### src/rtl/time_set_pkg.sv
// Shared types and constants for the time-set controller: FSM states,
// one-hot cursor codes and per-digit BCD limits.
package time_set_pkg;

  typedef enum logic [1:0] {
    ST_RUN    = 2'd0,
    ST_EDIT   = 2'd1,
    ST_COMMIT = 2'd2
  } state_e;

  localparam int NUM_DIG = 6;
  localparam int DIG_W   = 4;

  localparam logic [NUM_DIG-1:0] CUR_SEC0 = 6'b000001;
  localparam logic [NUM_DIG-1:0] CUR_SEC1 = 6'b000010;
  localparam logic [NUM_DIG-1:0] CUR_MIN0 = 6'b000100;
  localparam logic [NUM_DIG-1:0] CUR_MIN1 = 6'b001000;
  localparam logic [NUM_DIG-1:0] CUR_HRS0 = 6'b010000;
  localparam logic [NUM_DIG-1:0] CUR_HRS1 = 6'b100000;

  localparam logic [DIG_W-1:0] LIM_9      = 4'd9;
  localparam logic [DIG_W-1:0] LIM_5      = 4'd5;
  localparam logic [DIG_W-1:0] LIM_2      = 4'd2;
  localparam logic [DIG_W-1:0] HRS0_CLAMP = 4'd3;

  // Index 0 = sec0 ... index 5 = hrs1
  localparam logic [NUM_DIG-1:0][DIG_W-1:0] DIG_LIM =
    {LIM_2, LIM_9, LIM_5, LIM_9, LIM_5, LIM_9};

  function automatic logic [NUM_DIG-1:0] onehot6(input logic [2:0] idx);
    return CUR_SEC0 << idx;
  endfunction

endpackage

### src/rtl/bcd_digit_step.sv
// Combinational single-digit step: increment/decrement with wrap in 0..lim.
// up wins if both are asserted; an out-of-range value steps down to lim.
module bcd_digit_step (
  input  logic [3:0] val,
  input  logic [3:0] lim,
  input  logic       up,
  input  logic       down,
  output logic [3:0] nxt
);

  always_comb begin
    nxt = val;
    if (up)
      nxt = (val >= lim) ? 4'd0 : val + 4'd1;
    else if (down)
      nxt = (val == 4'd0 || val > lim) ? lim : val - 4'd1;
  end

endmodule

### src/rtl/time_set_ctrl.sv
// Time-set controller: snapshot live time, edit one BCD digit at a time, then
// sweep all six clamped digits back into the counter. Optional idle auto-commit
// is enabled by defining TIME_SET_TIMEOUT_EN.
module time_set_ctrl
  import time_set_pkg::*;
#(
  parameter int TIMEOUT_CYCLES = 1000,
  parameter int BLINK_DIV      = 500
) (
  input  logic       clk,
  input  logic       rst_n,
  input  logic       btn_mode,
  input  logic       btn_left,
  input  logic       btn_right,
  input  logic       btn_up,
  input  logic       btn_down,
  input  logic [3:0] sec0,
  input  logic [3:0] sec1,
  input  logic [3:0] min0,
  input  logic [3:0] min1,
  input  logic [3:0] hrs0,
  input  logic [3:0] hrs1,
  output logic       set_en,
  output logic [5:0] cursor,
  output logic [3:0] n_sec0,
  output logic [3:0] n_sec1,
  output logic [3:0] n_min0,
  output logic [3:0] n_min1,
  output logic [3:0] n_hrs0,
  output logic [3:0] n_hrs1,
  output logic       blink
);

  localparam int BW = $clog2(BLINK_DIV + 1);

  state_e                           state, state_nxt;
  logic [2:0]                       sweep, sweep_nxt;
  logic [NUM_DIG-1:0][DIG_W-1:0]    dig, dig_nxt, dig_step, live;
  logic [NUM_DIG-1:0]               cur_nxt;
  logic                             set_en_nxt, blink_nxt;
  logic [BW-1:0]                    blink_cnt, blink_cnt_nxt;
  logic                             in_edit, any_btn, expire, go_commit;
  logic                             act_left, act_right, act_up, act_down;

  assign live    = {hrs1, hrs0, min1, min0, sec1, sec0};
  assign in_edit = (state == ST_EDIT);
  assign any_btn = btn_mode | btn_left | btn_right | btn_up | btn_down;

  // One action per cycle: mode > left > right > up > down
  assign act_left  = in_edit & ~btn_mode & btn_left;
  assign act_right = in_edit & ~btn_mode & ~btn_left & btn_right;
  assign act_up    = in_edit & ~btn_mode & ~btn_left & ~btn_right & btn_up;
  assign act_down  = in_edit & ~btn_mode & ~btn_left & ~btn_right & ~btn_up & btn_down;

`ifdef TIME_SET_TIMEOUT_EN
  localparam int TW = $clog2(TIMEOUT_CYCLES + 1);
  logic [TW-1:0] idle_cnt;

  assign expire = in_edit & ~any_btn & (idle_cnt == TW'(TIMEOUT_CYCLES - 1));

  always_ff @(posedge clk or negedge rst_n) begin
    if (!rst_n)
      idle_cnt <= '0;
    else if (in_edit && state_nxt == ST_EDIT && !any_btn)
      idle_cnt <= idle_cnt + 1'b1;
    else
      idle_cnt <= '0;
  end
`else
  logic unused_timeout;
  assign unused_timeout = ^TIMEOUT_CYCLES;
  assign expire         = 1'b0;
`endif

  assign go_commit = in_edit & (btn_mode | expire);

  for (genvar i = 0; i < NUM_DIG; i++) begin : g_dig
    bcd_digit_step u_step (
      .val  (dig[i]),
      .lim  (DIG_LIM[i]),
      .up   (act_up & cursor[i]),
      .down (act_down & cursor[i]),
      .nxt  (dig_step[i])
    );
  end

  always_ff @(posedge clk or negedge rst_n) begin
    if (!rst_n) state <= ST_RUN;
    else        state <= state_nxt;
  end

  always_comb begin
    state_nxt = state;
    case (state)
      ST_RUN:    if (btn_mode)      state_nxt = ST_EDIT;
      ST_EDIT:   if (go_commit)     state_nxt = ST_COMMIT;
      ST_COMMIT: if (sweep == 3'd5) state_nxt = ST_RUN;
      default:                      state_nxt = ST_RUN;
    endcase
  end

  // Next values of the registered outputs
  always_comb begin
    sweep_nxt     = (state == ST_COMMIT && state_nxt == ST_COMMIT) ? sweep + 3'd1 : 3'd0;
    set_en_nxt    = (state_nxt != ST_RUN);
    cur_nxt       = '0;
    blink_nxt     = 1'b0;
    blink_cnt_nxt = '0;
    dig_nxt       = dig;

    case (state_nxt)
      ST_EDIT: begin
        if (!in_edit) begin
          cur_nxt   = CUR_SEC0;
          blink_nxt = 1'b1;
        end else begin
          if (act_left)       cur_nxt = {cursor[4:0], cursor[5]};
          else if (act_right) cur_nxt = {cursor[0], cursor[5:1]};
          else                cur_nxt = cursor;
          if (blink_cnt == BW'(BLINK_DIV - 1)) begin
            blink_nxt = ~blink;
          end else begin
            blink_nxt     = blink;
            blink_cnt_nxt = blink_cnt + 1'b1;
          end
        end
      end
      ST_COMMIT: cur_nxt = onehot6(sweep_nxt);
      default:   cur_nxt = '0;
    endcase

    case (state)
      ST_RUN: if (btn_mode) dig_nxt = live;
      ST_EDIT: begin
        if (go_commit) begin
          if (dig[5] == LIM_2 && dig[4] > HRS0_CLAMP) dig_nxt[4] = HRS0_CLAMP;
        end else begin
          dig_nxt = dig_step;
        end
      end
      default: ;
    endcase
  end

  always_ff @(posedge clk or negedge rst_n) begin
    if (!rst_n) begin
      sweep     <= '0;
      set_en    <= 1'b0;
      cursor    <= '0;
      blink     <= 1'b0;
      blink_cnt <= '0;
      dig       <= '0;
    end else begin
      sweep     <= sweep_nxt;
      set_en    <= set_en_nxt;
      cursor    <= cur_nxt;
      blink     <= blink_nxt;
      blink_cnt <= blink_cnt_nxt;
      dig       <= dig_nxt;
    end
  end

  assign {n_hrs1, n_hrs0, n_min1, n_min0, n_sec1, n_sec0} = dig;

endmodule

### config.mk
export PLATFORM = sky130hd
export DESIGN_NAME = time_set_ctrl
export DESIGN_NICKNAME = d
export VERILOG_FILES = /design/src/rtl/time_set_pkg.sv /design/src/rtl/bcd_digit_step.sv /design/src/rtl/time_set_ctrl.sv
export SDC_FILE = /design/constraint.sdc
export NUM_CORES = 1
export LEC_CHECK = 0
export CORE_UTILIZATION = 50
export CTS_CLUSTER_SIZE = 8
export DETAILED_ROUTE_END_ITERATION = 6
export MAX_ROUTING_LAYER = met4
export PLACE_DENSITY = 0.77
export SLEW_MARGIN = 20
export SYNTH_ARGS = -nofsm -noshare
export SYNTH_HDL_FRONTEND = slang
export SYNTH_HIERARCHICAL = 1
export SYNTH_SLANG_ARGS = --single-unit
### constraint.sdc
create_clock -name clk -period 2.5 [get_ports clk]
set_input_delay 0.375 -clock clk [delete_from_list [all_inputs] [get_ports clk]]
set_output_delay 0.375 -clock clk [all_outputs]
set_load 0.05 [all_outputs]
==> flow_summary.json, run 1 <==
{
  "outcome": "complete, no violations",
  "start_util_pct": 51.6,
  "hold_path_class": "input port to async pin",
  "clock_latency_ns": 0.30,
  "synthArstFlopShare_pct": 100,
  "max_slew.worst_pin.slew_ns": 0.545,
  "worst-endpoint-arrival_ns": 2.53,
  "setup_viol": 0,
  "internal_power_uw": 3140,
  "global_route.overflow_total": 0,
  "layout.filler_cells": 737,
  "synth-seq-cells": 46,
  "worst_path_largest_cell_delay_ns": 0.39,
  "cp_cell_sequence": "ha_1, nor2b_1, o211a_1, o21ai_0, a221o_1, a32o_1, nor3_1, nor2_1, mux2_2",
  "detailroute.via_count": 4297,
  "yosys-top-cells-area": "sky130_fd_sc_hd__dfrtp_1, sky130_fd_sc_hd__ha_1, sky130_fd_sc_hd__mux2i_1",
  "die-area_um2": 9390,
  "yosysWarnings": 6,
  "hpwl_um": 8550,
  "multiInputGateArea_um2": 3270,
  "timing_max_transition_violations_final": 0,
  "tritoncts_num_sinks": 46,
  "final_cycle_share_pct": 93.5,
  "yosys.area_share.simple_pct": 22.2,
  "path_depth": 9,
  "vias_per_cell": 5.59,
  "timing.critical_path.slowest_stage_cell": "sky130_fd_sc_hd__dfrtp_1",
  "worst_path_maximum_fanout": 3,
  "antenna_cells": 0,
  "max_freq_mhz": 428,
  "global_route.usage.total_pct": 24.9,
  "placement_rows": 34,
  "clockPowerShare_pct": 6.9,
  "startpoint_type": "register",
  "post-synth-top-area-cell": "sky130_fd_sc_hd__dfrtp_1",
  "power_leakage_uw": 0.00282,
  "yosysSeqAreaShare_pct": 25.6,
  "critPathBufInv": 0,
  "net-switching-power_uw": 3310,
  "final_net_count": 734,
  "drive_gt1_share_pct": 9.38,
  "cts-htree-levels": 2,
  "share_of_cell_area_taken_by_muxes_after_synthesis_pct": 7.84,
  "die_h_um": 96.9,
  "maxCapViolations": 0,
  "clkTransAtPathRegs_ns": 0.08,
  "crit_family": "compound AO/OA/AOI/OAI gates",
  "combinationalPowerShare_pct": 72.4,
  "cts_buffer_depth": 2,
  "switching_part_of_the_total_power_pct": 51.3,
  "ys.flop_type": "sky130_fd_sc_hd__dfrtp_1",
  "final.setup_skew_ns": 0.00311,
  "min_cycle_time_layout_ns": 2.34,
  "cp.required_ns": 2.69,
  "detail_route.drc_violations": 0,
  "place.port_buffers": 62,
  "tritoncts_clock_tree": "done",
  "io_pins": 63,
  "report.power.total_uw": 6450,
  "reg2reg_depth": 9,
  "post_synth_xor_area_fraction_pct": 5.64,
  "timing.slew.headroom_pct": 63.6,
  "place.gp.congestion": 0.903,
  "grt_antenna_before_repair": 0,
  "seq_power_share_pct": 20.7,
  "antenna_left": 0,
  "avgSynthCellArea_um2": 8.51,
  "critPathKind": "register to register",
  "synth_edf_count": 0,
  "area_growth_syn_to_layout_pct": 26.9,
  "coreArea_um2": 8720,
  "synth_compound_area_share_pct": 21.1,
  "finalCoreUtilization_pct": 65.5,
  "firstDrtPassIters": 5,
  "adder_cell_share_of_the_synthesized_area_pct": 11.7,
  "grt_pass1_vias": 4226,
  "critical_path.endpoint_type": "register",
  "largest_net_degree_at_the_start_of_global_routing": 29,
  "detail_route.wl_per_cell_um": 14.6,
  "yosys.area.top_type_share_pct": 25.6,
  "postLayoutCellArea_um2": 5710,
  "layout.area.seq_um2": 1150,
  "dr.first_iter.drc_count": 211,
  "max-vdd-ir-drop_uv": 677,
  "netlist_instances": 529,
  "first_pass_grt_wire_length_um": 19000,
  "synth.distinct_cells": 49,
  "power-per-cell-area_nw_per_um2": 1130,
  "dominant_combinational_cell_family_by_area_after_synthesis": "simple AND/OR/NAND/NOR gates",
  "clockRootBuffer": "sky130_fd_sc_hd__clkbuf_8",
  "wl_um": 11300,
  "syn_area_um2": 4500,
  "numCtsBuffers": 5,
  "die_x_um": 96.9,
  "final_hold_viol_count": 0,
  "detailed_place.area_um2": 5620
}
-- flip-flops by register name, indices dropped and copies added (netlist names) --
register,count
blink,1
blink_cnt,9
cursor,6
n_hrs0,4
n_hrs1,4
n_min0,4
n_min1,4
n_sec0,4
n_sec1,4
set_en,1
state,2
sweep,3
-- power by group through the flow --
stage / clock network, uW / registers [uW] / logic [uW]
2_1_floorplan: 0 / 2040 / 2560
3_3_place_gp: 0 / 1340 / 4420
3_5_place_dp: 0 / 1360 / 4600
4_1_cts: 457 / 1340 / 4610
5_1_grt: 494 / 1380 / 5070
6_report: 442 / 1340 / 4670
-- cell type report --
class / instances / share of cell area (%)
Clock buffer: 7 / 1.34
Tap cell: 108 / 2.36
Inverter: 43 / 2.82
Multi-Input combinational cell: 464 / 57.2
Timing Repair Buffer: 101 / 16.1
Sequential cell: 46 / 20.2
-- per-stage QoR --
step / hold WS, ns / worst slack, ns / setup TNS [ns] / cells
global placement: 0.369 / 0.00985 / 0 / 760
global route: 0.0439 / -0.0412 / -0.0412 / 769
CTS: 0.0326 / 0.143 / 0 / 767
finish: 0.0277 / 0.163 / 0 / 769
detailed placement: 0.368 / -0.0388 / -0.0507 / 760
floorplan: 0.0794 / 0.00837 / 0 / 575
-- Yosys cell counts, types with 4 or more instances --
cell type and n:
sky130_fd_sc_hd__dfrtp_1 46, sky130_fd_sc_hd__inv_1 43, sky130_fd_sc_hd__ha_1 42, sky130_fd_sc_hd__mux2i_1 33, sky130_fd_sc_hd__a21oi_1 32, sky130_fd_sc_hd__nand2_1 32, sky130_fd_sc_hd__o21ai_0 28, sky130_fd_sc_hd__nor2_1 24
sky130_fd_sc_hd__xor2_1 17, sky130_fd_sc_hd__nor3_1 14, sky130_fd_sc_hd__nor3b_1 14, sky130_fd_sc_hd__a31oi_1 13, sky130_fd_sc_hd__a21o_1 12, sky130_fd_sc_hd__and2_1 12, sky130_fd_sc_hd__xnor2_1 12, sky130_fd_sc_hd__and3_1 11
sky130_fd_sc_hd__clkbuf_1 11, sky130_fd_sc_hd__nand2b_1 9, sky130_fd_sc_hd__nand3_1 9, sky130_fd_sc_hd__nor2b_1 9, sky130_fd_sc_hd__a22o_1 7, sky130_fd_sc_hd__nand3b_1 7, sky130_fd_sc_hd__nand4_1 7, sky130_fd_sc_hd__o211a_1 7
sky130_fd_sc_hd__a21bo_2 6, sky130_fd_sc_hd__a221o_1 6, sky130_fd_sc_hd__a32o_1 6, sky130_fd_sc_hd__clkbuf_2 6, sky130_fd_sc_hd__nand4b_1 6, sky130_fd_sc_hd__nor3b_2 6, sky130_fd_sc_hd__nor4_1 6, sky130_fd_sc_hd__o22a_1 6
sky130_fd_sc_hd__o31ai_1 6, sky130_fd_sc_hd__buf_2 4, sky130_fd_sc_hd__o22ai_1 4
-- logic make-up after synthesis --
| group | Yosys count |
|---|---|
| buffers and inverters | 65 |
| adder cells (fa/ha/maj) | 42 |
| other | 2 |
| multiplexers | 35 |
| AND/OR/NAND/NOR | 172 |
| XOR/XNOR | 29 |
| flip-flops | 46 |
| AO/OA/AOI/OAI | 138 |
-- cells in the final DEF, fill, tap and decap left out, drive strengths merged, types with 12 or more instances in the layout --
cell type | synthesis | layout
nand2 | 32 | 32
xor2 | 17 | 17
nor3b | 20 | 20
nor3 | 14 | 14
ha | 42 | 42
mux2i | 33 | 33
clkdlybuf4s50 | 0 | 61
buf | 5 | 40
xnor2 | 12 | 12
a21oi | 32 | 32
nor2 | 24 | 24
a31oi | 13 | 13
inv | 43 | 43
conb | 2 | 48
dfrtp | 46 | 46
and2 | 12 | 12
o21ai | 28 | 28
a21o | 12 | 12
-- path summary, 6_finish.rpt --
check	start	end	slack, ns
worst max-delay path	n_hrs0[1]$_DFFE_PN0P_	n_hrs0[1]$_DFFE_PN0P_	0.16
worst min-delay path	rst_n	blink_cnt[4]$_DFF_PN0_	0.03
worst max register to register	n_hrs0[1]$_DFFE_PN0P_	n_hrs0[1]$_DFFE_PN0P_	0.16
worst min register to register	blink_cnt[0]$_DFF_PN0_	blink_cnt[0]$_DFF_PN0_	0.48
max in group asynchronous	rst_n	n_hrs1[2]$_DFFE_PN0P_	1.95
min in group clk	blink_cnt[0]$_DFF_PN0_	blink_cnt[0]$_DFF_PN0_	0.48
-- per-layer routing --
metal,global-route usage [%],share of wire [%]
met3,4.19,3.4
met2,43.2,51
met4,6.20,1.2
met1,30.0,45
met5,-,0
-- worst register-to-register path, cell delays in order (launching register included) --
cell and delay (ns):
sky130_fd_sc_hd__dfrtp_1 0.39, sky130_fd_sc_hd__ha_1 0.30, sky130_fd_sc_hd__nor2b_1 0.13, sky130_fd_sc_hd__o211a_1 0.20
sky130_fd_sc_hd__o21ai_0 0.15, sky130_fd_sc_hd__a221o_1 0.34, sky130_fd_sc_hd__a32o_1 0.21, sky130_fd_sc_hd__nor3_1 0.20
sky130_fd_sc_hd__nor2_1 0.06, sky130_fd_sc_hd__mux2_2 0.25
-- what timing repair did --
action	4_1_cts	5_1_grt
setup endpoints to repair	0	3
resized for setup	0	1
setup buffers	0	2
hold buffers	0	0
Note: power is estimated with default switching activity, not from simulation.
==> run 2: changes to the inputs <==
--- a/config.mk
+++ b/config.mk
@@ -5,6 +5,7 @@
 export SDC_FILE = /design/constraint.sdc
 export NUM_CORES = 1
 export LEC_CHECK = 0
+export CAP_MARGIN = 10
 export CORE_UTILIZATION = 50
 export CTS_CLUSTER_SIZE = 8
 export DETAILED_ROUTE_END_ITERATION = 6
==> results of run 2 <==
No change in the layout: final DEF, timing and power equal those of run 1.
==> run 3: changes to the inputs <==
--- a/config.mk
+++ b/config.mk
@@ -11,7 +11,7 @@
 export DETAILED_ROUTE_END_ITERATION = 6
 export MAX_ROUTING_LAYER = met4
 export PLACE_DENSITY = 0.77
-export SLEW_MARGIN = 20
+export SLEW_MARGIN = 10
 export SYNTH_ARGS = -nofsm -noshare
 export SYNTH_HDL_FRONTEND = slang
 export SYNTH_HIERARCHICAL = 1
==> results of run 3 <==
No change in the layout: final DEF, timing and power equal those of run 1.
